File: src/rtl/sram_write_arbiter_if.sv
// Requester handshake and SRAM program-write bundle for sram_write_arbiter.
// master = requester/driver side, slave = arbiter side.
interface sram_write_arbiter_if;
  logic        req0_valid;
  logic        req0_ready;
  logic [9:0]  req0_x;
  logic [9:0]  req0_y;
  logic [15:0] req0_data;
  logic        req1_valid;
  logic        req1_ready;
  logic [9:0]  req1_x;
  logic [9:0]  req1_y;
  logic [15:0] req1_data;
  logic [9:0]  program_x;
  logic [9:0]  program_y;
  logic [15:0] program_data;
  logic        frame_start;
  logic        busy;
  logic [15:0] drop_count;

  modport master (
    output req0_valid, req0_x, req0_y, req0_data,
    output req1_valid, req1_x, req1_y, req1_data,
    input  req0_ready, req1_ready,
    input  program_x, program_y, program_data, frame_start, busy, drop_count
  );

  modport slave (
    input  req0_valid, req0_x, req0_y, req0_data,
    input  req1_valid, req1_x, req1_y, req1_data,
    output req0_ready, req1_ready,
    output program_x, program_y, program_data, frame_start, busy, drop_count
  );
endinterface

File: src/rtl/sram_write_arbiter.sv
// Round-robin two-requester write arbiter feeding the SRAM program-write port.
// Define SRAM_WR_ARB_STATS_EN to build the saturating flush drop counter.
module sram_write_arbiter #(
  parameter int          FIFO_DEPTH = 4,
  parameter logic [9:0]  PARK_X     = 10'd1023
) (
  input  logic                sram_clk,
  input  logic                reset,
  input  logic                frame_clk,
  sram_write_arbiter_if.slave bus
);
  localparam int PTR_W = $clog2(FIFO_DEPTH);
  localparam logic [PTR_W:0] FULL_COUNT = (PTR_W+1)'(FIFO_DEPTH);

  typedef struct packed {
    logic [9:0]  x;
    logic [9:0]  y;
    logic [15:0] data;
  } word_t;

  localparam word_t PARK_WORD = '{x: PARK_X, y: 10'd0, data: 16'd0};

  word_t            mem [FIFO_DEPTH];
  logic [PTR_W-1:0] wr_ptr, rd_ptr;
  logic [PTR_W:0]   count;
  logic [1:0]       phase;
  logic             frame_clk_delayed, frame_edge;
  logic             last_grant;
  word_t            out_word;
  logic             out_valid;
  logic             frame_start_q;

  logic  full, empty, grant0, grant1, accept_ok, ready0, ready1, push, commit, pop;
  word_t push_word;

  always_comb begin
    full      = (count == FULL_COUNT);
    empty     = (count == '0);
    // last_grant==1 means req1 went last, so req0 wins a tie
    grant0    = bus.req0_valid & (~bus.req1_valid | last_grant);
    grant1    = bus.req1_valid & (~bus.req0_valid | ~last_grant);
    accept_ok = ~full & ~frame_edge & ~reset;
    ready0    = grant0 & accept_ok;
    ready1    = grant1 & accept_ok;
    push      = ready0 | ready1;
    push_word = ready0 ? word_t'{bus.req0_x, bus.req0_y, bus.req0_data}
                       : word_t'{bus.req1_x, bus.req1_y, bus.req1_data};
    commit    = phase[0];
    pop       = commit & ~empty & ~frame_edge;
  end

  always_ff @(posedge sram_clk) begin
    if (push) mem[wr_ptr] <= push_word;
  end

  always_ff @(posedge sram_clk) begin
    if (reset) begin
      phase             <= 2'd0;
      frame_clk_delayed <= 1'b0;
      frame_edge        <= 1'b0;
      frame_start_q     <= 1'b0;
      last_grant        <= 1'b1;
      wr_ptr            <= '0;
      rd_ptr            <= '0;
      count             <= '0;
      out_word          <= PARK_WORD;
      out_valid         <= 1'b0;
    end else begin
      phase             <= phase + 2'd1;
      frame_clk_delayed <= frame_clk;
      frame_edge        <= frame_clk & ~frame_clk_delayed;
      frame_start_q     <= frame_edge;
      if (frame_edge) begin
        // flush: nothing queued for the old buffer may reach the new one
        wr_ptr    <= '0;
        rd_ptr    <= '0;
        count     <= '0;
        out_word  <= PARK_WORD;
        out_valid <= 1'b0;
      end else begin
        if (push) begin
          wr_ptr     <= wr_ptr + 1'b1;
          last_grant <= ready1;
        end
        if (pop) rd_ptr <= rd_ptr + 1'b1;
        if (commit) begin
          out_word  <= pop ? mem[rd_ptr] : PARK_WORD;
          out_valid <= pop;
        end
        count <= count + (PTR_W+1)'(push) - (PTR_W+1)'(pop);
      end
    end
  end

`ifdef SRAM_WR_ARB_STATS_EN
  logic [15:0] drop_count_q;
  logic [16:0] drop_sum;
  assign drop_sum = {1'b0, drop_count_q} + 17'(count) + 17'(out_valid);

  always_ff @(posedge sram_clk) begin
    if (reset)           drop_count_q <= 16'd0;
    else if (frame_edge) drop_count_q <= drop_sum[16] ? 16'hFFFF : drop_sum[15:0];
  end

  assign bus.drop_count = drop_count_q;
`else
  assign bus.drop_count = 16'd0;
`endif

  assign bus.req0_ready   = ready0;
  assign bus.req1_ready   = ready1;
  assign bus.program_x    = out_word.x;
  assign bus.program_y    = out_word.y;
  assign bus.program_data = out_word.data;
  assign bus.frame_start  = frame_start_q;
  assign bus.busy         = (count != '0) | out_valid;
endmodule
File: src/flat_wrapper.sv
// flat-port wrapper written by rule: the top's interface ports become plain ports
module sram_write_arbiter_flat 
#(
  parameter int          FIFO_DEPTH = 4,
  parameter logic [9:0]  PARK_X     = 10'd1023
)
  (sram_clk, reset, frame_clk, bus_req0_valid, bus_req0_x, bus_req0_y, bus_req0_data, bus_req1_valid, bus_req1_x, bus_req1_y, bus_req1_data, bus_req0_ready, bus_req1_ready, bus_program_x, bus_program_y, bus_program_data, bus_frame_start, bus_busy, bus_drop_count);
  sram_write_arbiter_if bus_i ();
  input  logic sram_clk;
  input  logic reset;
  input  logic frame_clk;
  input wire logic [$bits(bus_i.req0_valid)-1:0] bus_req0_valid;
  input wire logic [$bits(bus_i.req0_x)-1:0] bus_req0_x;
  input wire logic [$bits(bus_i.req0_y)-1:0] bus_req0_y;
  input wire logic [$bits(bus_i.req0_data)-1:0] bus_req0_data;
  input wire logic [$bits(bus_i.req1_valid)-1:0] bus_req1_valid;
  input wire logic [$bits(bus_i.req1_x)-1:0] bus_req1_x;
  input wire logic [$bits(bus_i.req1_y)-1:0] bus_req1_y;
  input wire logic [$bits(bus_i.req1_data)-1:0] bus_req1_data;
  output wire logic [$bits(bus_i.req0_ready)-1:0] bus_req0_ready;
  output wire logic [$bits(bus_i.req1_ready)-1:0] bus_req1_ready;
  output wire logic [$bits(bus_i.program_x)-1:0] bus_program_x;
  output wire logic [$bits(bus_i.program_y)-1:0] bus_program_y;
  output wire logic [$bits(bus_i.program_data)-1:0] bus_program_data;
  output wire logic [$bits(bus_i.frame_start)-1:0] bus_frame_start;
  output wire logic [$bits(bus_i.busy)-1:0] bus_busy;
  output wire logic [$bits(bus_i.drop_count)-1:0] bus_drop_count;
  assign bus_i.req0_valid = bus_req0_valid;
  assign bus_i.req0_x = bus_req0_x;
  assign bus_i.req0_y = bus_req0_y;
  assign bus_i.req0_data = bus_req0_data;
  assign bus_i.req1_valid = bus_req1_valid;
  assign bus_i.req1_x = bus_req1_x;
  assign bus_i.req1_y = bus_req1_y;
  assign bus_i.req1_data = bus_req1_data;
  assign bus_req0_ready = bus_i.req0_ready;
  assign bus_req1_ready = bus_i.req1_ready;
  assign bus_program_x = bus_i.program_x;
  assign bus_program_y = bus_i.program_y;
  assign bus_program_data = bus_i.program_data;
  assign bus_frame_start = bus_i.frame_start;
  assign bus_busy = bus_i.busy;
  assign bus_drop_count = bus_i.drop_count;
  sram_write_arbiter #(.FIFO_DEPTH(FIFO_DEPTH), .PARK_X(PARK_X)) u_core (.sram_clk(sram_clk), .reset(reset), .frame_clk(frame_clk), .bus(bus_i));
endmodule
File: config.mk
export PLATFORM = sky130hd
export DESIGN_NAME = sram_write_arbiter_flat
export DESIGN_NICKNAME = d
export VERILOG_FILES = /design/src/rtl/sram_write_arbiter_if.sv /design/src/rtl/sram_write_arbiter.sv /design/src/flat_wrapper.sv
export SDC_FILE = /design/constraint.sdc
export NUM_CORES = 1
export LEC_CHECK = 0
export BUFFER_PORTS_ARGS = -buffer_cell sky130_fd_sc_hd__buf_4
export CAP_MARGIN = 20
export CORE_MARGIN = 5
export CORE_UTILIZATION = 50
export CTS_CLUSTER_DIAMETER = 200
export DETAILED_ROUTE_END_ITERATION = 16
export GPL_TIMING_DRIVEN = 0
export PLACE_DENSITY = 0.73
export SLEW_MARGIN = 20
export SYNTH_ARGS = -nofsm -noshare
export SYNTH_HDL_FRONTEND = slang
export SYNTH_SLANG_ARGS = --single-unit
File: constraint.sdc
create_clock -name sram_clk -period 3.25 [get_ports sram_clk]
set_input_delay 0 -clock sram_clk [delete_from_list [all_inputs] [get_ports sram_clk]]
set_output_delay 0 -clock sram_clk [all_outputs]
set_load 0.01 [all_outputs]
==> results of run 1 <==
==> final cells by class <==
| class | count | area [sq um] | share of cell area (%) |
|---|---|---|---|
| plain buffers | 36 | 263 | 2.56 |
| clock buffers | 21 | 450 | 4.39 |
| clock inverters | 11 | 105 | 1.02 |
| inverters | 9 | 33.8 | 0.329 |
| multi-input cells | 177 | 2120 | 20.6 |
| flip-flops and latches | 195 | 5350 | 52.0 |
| well taps | 188 | 235 | 2.29 |
| repair buffers | 197 | 1720 | 16.8 |
==> registers in the layout, summed over array words and instances (netlist names), named ones only <==
| name | flops |
|---|---|
| u_core.bus.program_data | 16 |
| u_core.frame_clk_delayed | 1 |
| u_core.last_grant | 1 |
| u_core.frame_edge | 1 |
| u_core.phase | 1 |
| u_core.count | 3 |
| u_core.wr_ptr | 2 |
| u_core.mem | 144 |
| u_core.rd_ptr | 2 |
| u_core.bus.program_x | 10 |
| u_core.bus.program_y | 10 |
| u_core.bus.frame_start | 1 |
| u_core.out_valid | 1 |
==> worst reg2reg max path: cells and delay by family, from the launching register on <==
kind | cells | cell delay [ns]
mux | 1 | 0.31
flops | 1 | 0.40
compound gates | 1 | 0.29
simple gates | 1 | 0.44
buf+inv | 2 | 0.86
==> placed cells by master, fill, tap and decap left out, types with 3 or more instances in the layout <==
cell           Yosys  layout
mux4_2            36      36
clkinv_4           0       3
edfxtp_1         144     144
o22a_1            10      10
clkinvlp_4         0       3
dlygate4sd3_1      0      77
buf_2              9       9
ha_1               6       6
conb_1             1      16
dfxtp_1           51      51
a21oi_1            3       3
clkbuf_1           5       8
buf_4             18     134
clkbuf_16          0      17
or3_1              3       3
nor2_1             5       5
mux2_2             7       7
nor2b_1            3       3
mux2_4            29      29
inv_1              9       9
a22o_1            26      26
buf_12             3       7
and2_2             0       4
==> synth_stat cells (5+ instances only) <==
| cell | count | share of area [%] |
|---|---|---|
| nor2_1 | 5 | 0.24 |
| inv_1 | 9 | 0.44 |
| edfxtp_1 | 144 | 56 |
| mux2_4 | 29 | 5.7 |
| buf_4 | 18 | 1.8 |
| ha_1 | 6 | 0.98 |
| a22o_1 | 26 | 3.0 |
| o22a_1 | 10 | 1.1 |
| mux2_2 | 7 | 1.0 |
| mux4_2 | 36 | 11 |
| clkbuf_1 | 5 | 0.24 |
| and2_1 | 6 | 0.49 |
| buf_2 | 9 | 0.59 |
| dfxtp_1 | 51 | 13 |
==> power by group <==
group          internal [uW]  switching, uW
Clock                   1080            866
Combinational            630            519
Sequential              2970           89.5
Total                   4680           1470
==> worst paths after layout <==
path                                                           from                            to  cells past startpoint
worst max-delay path                     u_core.count[2]$_SDFF_PP0_    u_core.mem[2][4]$_DFFE_PP_                      5
worst min-delay path                                          reset    u_core.phase[0]$_SDFF_PP0_                      3
worst max register to register           u_core.count[2]$_SDFF_PP0_    u_core.mem[2][4]$_DFFE_PP_                      5
worst min register to register  u_core.frame_clk_delayed$_SDFF_PP0_  u_core.frame_edge$_SDFF_PP0_                      1
==> routing by layer <==
layer  part of all wire, %  track usage, %
met1                    41            21.6
met5                     0               0
met3                   5.6            3.45
met4                   2.2            7.41
met2                    52            30.1
==> through the flow <==
stage               cell area (sq um)  util [%]  hold WS [ns]  power, uW  worst slack, ns
floorplan                        7750         -        0.0667       3770             1.02
global placement                 8860      58.5         0.226       4090            0.260
detailed placement               8940      59.1         0.241       4160            0.748
CTS                             10300      67.8         0.330       6210            0.664
global route                    10300      67.8         0.374       6420            0.518
finish                          10300      67.8         0.364       6150            0.672
==> cells by family after synthesis <==
family | synth area share (%)
AOI/OAI and AO/OA | 5.30
xor gates and xnor gates | 0.228
adders and majority gates | 1.24
buffers and inverters | 3.85
DFF | 69.5
muxes | 17.3
other | 0.0487
and+or+nand+nor | 2.54
==> timing repair <==
| item | 4_1_cts | 5_1_grt |
|---|---|---|
| buffers inserted | 0 | 0 |
| hold buffers | 77 | 0 |
| hold endpoints to repair | 153 | 0 |
==> impl_metrics.yaml, run 1 <==
status:
  status: "finished, final reports clean"
floorplanning:
  start_util_pct: 50.8
  die_h_um: 134
  dieWidth_um: 134
  core_area_sq_um: 15100
  rows: 45
  io_pins: 133
  die_area_sq_um: 18000
clocking:
  clock-root-buffer: "clkbuf_16"
  htree_levels: 4
  cts_tree: "done"
  cts.sinks: 195
  cts_buffer_depth: 2
  postCtsResizedCells: 0
  path_clk_slew_ns: 0.07
  clk_latency_ns: 0.42
  cts_made_buffers: 17
sta:
  relSlewSlack_pct: 54.7
  setup_viol: 0
  worst_slew_pin_slew_ns: 0.675
  period_needed_ns: 2.58
  fmax_ghz: 0.388
  maxSlewViolCount: 0
  grt_setup_unrepaired: "false"
  skew_ns: 0.0105
  final.period_utilization_pct: 79.3
  tns_ns: 0
  final-hold-violation-count: 0
placement:
  dp.cells: 725
  dp_hpwl_mm: 9.73
  gp_congestion: 0.719
  io_buffers: 116
pwr:
  ir_drop_v: 0.000399
  pwr_density_cell_nw_per_um2: 599
  leakagePower_uw: 0.00390
finish:
  n_antenna_cell: 0
  drive_above_1_share_pct: 40.1
  stdcell_count: 834
  fillers: 1005
  final_nets: 717
  area_delta_synth_final_pct: 33.4
synthesis:
  synth_edf_count: 144
  synth_flop_cell: "edfxtp_1"
  synth_seq_cells: 195
  synthesis.area_sq_um: 7700
  synth.distinct_cells: 43
  yosysWarnings: 0
  ys_async_sr_fraction_pct: 0
  ys_seq_area_share_pct: 69.5
  postSynthAreaPerCell_sq_um: 19.1
  synthCells: 402
global_route:
  grt.total_usage_pct: 17.4
  grt_overflow: 0
  grt_pass1_wl_mm: 23.7
  antenna_found_initial: 0
  grt_pass1_vias: 4587
  grt_max_degree: 27
critical_path:
  cpPeakStageDelay_ns: 0.62
  path_cells: "or3b_4 -> o2111ai_4 -> buf_12 -> mux2_4 -> dlygate4sd3_1"
  critical_path_class: "register to register"
  cpLargestDelayFamily: "buffers and inverters"
  critPathArrivalTime_ns: 2.72
  cp_max_fo: 10
  critPathLaunchType: "register"
  crit_buf_inv: 2
  end_kind: "register"
  required_ns: 3.39
  r2r_slack_ns: 0.67
  cpMaxStageDelayCell: "dlygate4sd3_1"
routing:
  drt_iter0_drc: 258
  wl_per_cell_um: 18.2
  drc_errors: 0
  ant_nets: 0
  vias_per_cell: 5.14
  routed_wl_mm: 15.2
  first_pass_iters: 4
  via_count: 4286
hold_path:
  hold_class: "input pin to register"
flow_run:
  maxCapViolCount: 0
No activity file was read; power rests on OpenSTA's default activity.
==> inputs of run 2 (changes only) <==
==> constraint.sdc (replaced) <==
create_clock -name sram_clk -period 2.6 [get_ports sram_clk]
set_input_delay 0 -clock sram_clk [delete_from_list [all_inputs] [get_ports sram_clk]]
set_output_delay 0 -clock sram_clk [all_outputs]
set_load 0.01 [all_outputs]
==> run 2 against run 1 <==
Largest power group unchanged. Combinational power up 26%. Total power rose by 25%. Routed wire length barely moved. Largest cell class unchanged. Critical path type unchanged. Worst hold slack got worse by 0.0049 ns.
==> impl_metrics.yaml, run 2 (same netlist as run 1, synthesis figures left out) <==
global_route:
  antenna_found_initial: 0
  grt_pass1_vias: 4587
  grt_overflow: 0
  grt_max_degree: 27
  grt.total_usage_pct: 17.4
  grt_pass1_wl_mm: 23.7
critical_path:
  critPathArrivalTime_ns: 2.66
  critPathLaunchType: "register"
  crit_buf_inv: 2
  required_ns: 2.74
  end_kind: "register"
  cpPeakStageDelay_ns: 0.63
  cp_max_fo: 10
  cpLargestDelayFamily: "buffers and inverters"
  cpMaxStageDelayCell: "dlygate4sd3_1"
  critical_path_class: "register to register"
  path_cells: "or3b_4 -> o2111ai_4 -> buf_12 -> mux2_4 -> dlygate4sd3_1"
routing:
  wl_per_cell_um: 18.2
  ant_nets: 0
  via_count: 4281
  drc_errors: 0
  vias_per_cell: 5.13
  first_pass_iters: 4
  drt_iter0_drc: 301
  routed_wl_mm: 15.2
finish:
  drive_above_1_share_pct: 40.3
  largest_reg_flops: 144
  most-common-layout-cells: "edfxtp_1, buf_4, dlygate4sd3_1"
  mostFrequentLayoutCell: "edfxtp_1"
  fillers: 1005
  final_util_pct: 68.0
  regMostFlops: "u_core.mem"
  n_antenna_cell: 0
  fin_area_sq_um: 10300
  area_delta_synth_final_pct: 33.8
  final_nets: 718
clocking:
  clk_latency_ns: 0.42
  cts_made_buffers: 17
  clock-root-buffer: "clkbuf_16"
  htree_levels: 4
  cts_tree: "done"
  cts_buffer_depth: 2
  cts.sinks: 195
  path_clk_slew_ns: 0.07
pwr:
  p_total_uw: 7710
  ir_drop_v: 0.000506
  leakagePower_uw: 0.00392
  pwr_density_cell_nw_per_um2: 749
floorplanning:
  die_area_sq_um: 18000
  dieWidth_um: 134
  start_util_pct: 50.8
  core_area_sq_um: 15100
  rows: 45
  io_pins: 133
  die_h_um: 134
placement:
  dp_hpwl_mm: 9.73
  io_buffers: 116
  placed_cell_area_sq_um: 8940
  gp_congestion: 0.719
sta:
  final-hold-violation-count: 0
  skew_ns: 0.0112
  setup_viol: 0
  relSlewSlack_pct: 55.2
  final.period_utilization_pct: 97.1
  worst_slew_pin_slew_ns: 0.672
  tns_ns: 0
  maxSlewViolCount: 0
  fmax_ghz: 0.396
  grt_setup_unrepaired: "false"
  fin_hold_ws_ns: 0.359
  period_needed_ns: 2.52
flow_run:
  maxCapViolCount: 0
hold_path:
  hold_class: "input pin to register"
status:
  status: "finished, final reports clean"
==> run 2: changes by cell type in the layout (fill, tap and decap cells not counted), sizes merged <==
cell,previous run,this run
buf,151,152
==> run 2: worst paths after layout <==
kind / start / slack [ns] / end / depth (start not counted)
setup / recovery: u_core.count[2]$_SDFF_PP0_ / 0.08 / u_core.mem[2][4]$_DFFE_PP_ / 5
hold / removal: reset / 0.36 / u_core.phase[0]$_SDFF_PP0_ / 3
setup reg to reg: u_core.count[2]$_SDFF_PP0_ / 0.08 / u_core.mem[2][4]$_DFFE_PP_ / 5
hold reg to reg: u_core.frame_clk_delayed$_SDFF_PP0_ / 0.40 / u_core.frame_edge$_SDFF_PP0_ / 1
==> run 2: tightest hold or removal path, cell delays in order <==
cell and delay, ns:
dlygate4sd3_1 0.53, buf_4 0.16, nor2_1 0.05
==> run 2: per-stage QoR <==
step,setup WS [ns],instances
after global placement,-0.390,721
final,0.0757,835
after global routing,0.0202,835
after CTS,0.0141,834
after floorplan,0.368,417
after detailed placement,0.0981,725
==> run 2: cell type report <==
| cell class | count | area, sq um | area share [%] |
|---|---|---|---|
| Buffer | 36 | 263 | 2.55 |
| Clock buffer | 21 | 450 | 4.38 |
| Clock inverter | 11 | 105 | 1.02 |
| Inverter | 9 | 33.8 | 0.328 |
| Multi-Input combinational cell | 177 | 2120 | 20.6 |
| Sequential cell | 195 | 5350 | 51.9 |
| Tap cell | 188 | 235 | 2.28 |
| Timing Repair Buffer | 198 | 1740 | 16.9 |
==> run 2: per-layer routing <==
metal / global-route usage, % / part of all wire, %
met4: 7.41 / 2.1
met2: 30.1 / 51
met5: 0 / 0
met3: 3.45 / 5.3
met1: 21.6 / 41
==> run 2: what timing repair did <==
item,CTS,global route
setup endpoints to repair,0,110
hold buffers,77,0
gates resized for setup,0,1
hold endpoints to repair,153,0
buffers inserted,0,1
==> run 2: power by group <==
group | switching [uW] | internal, uW | total, uW
logic | 652 | 799 | 1450
registers | 114 | 3710 | 3820
clock network | 1080 | 1350 | 2440
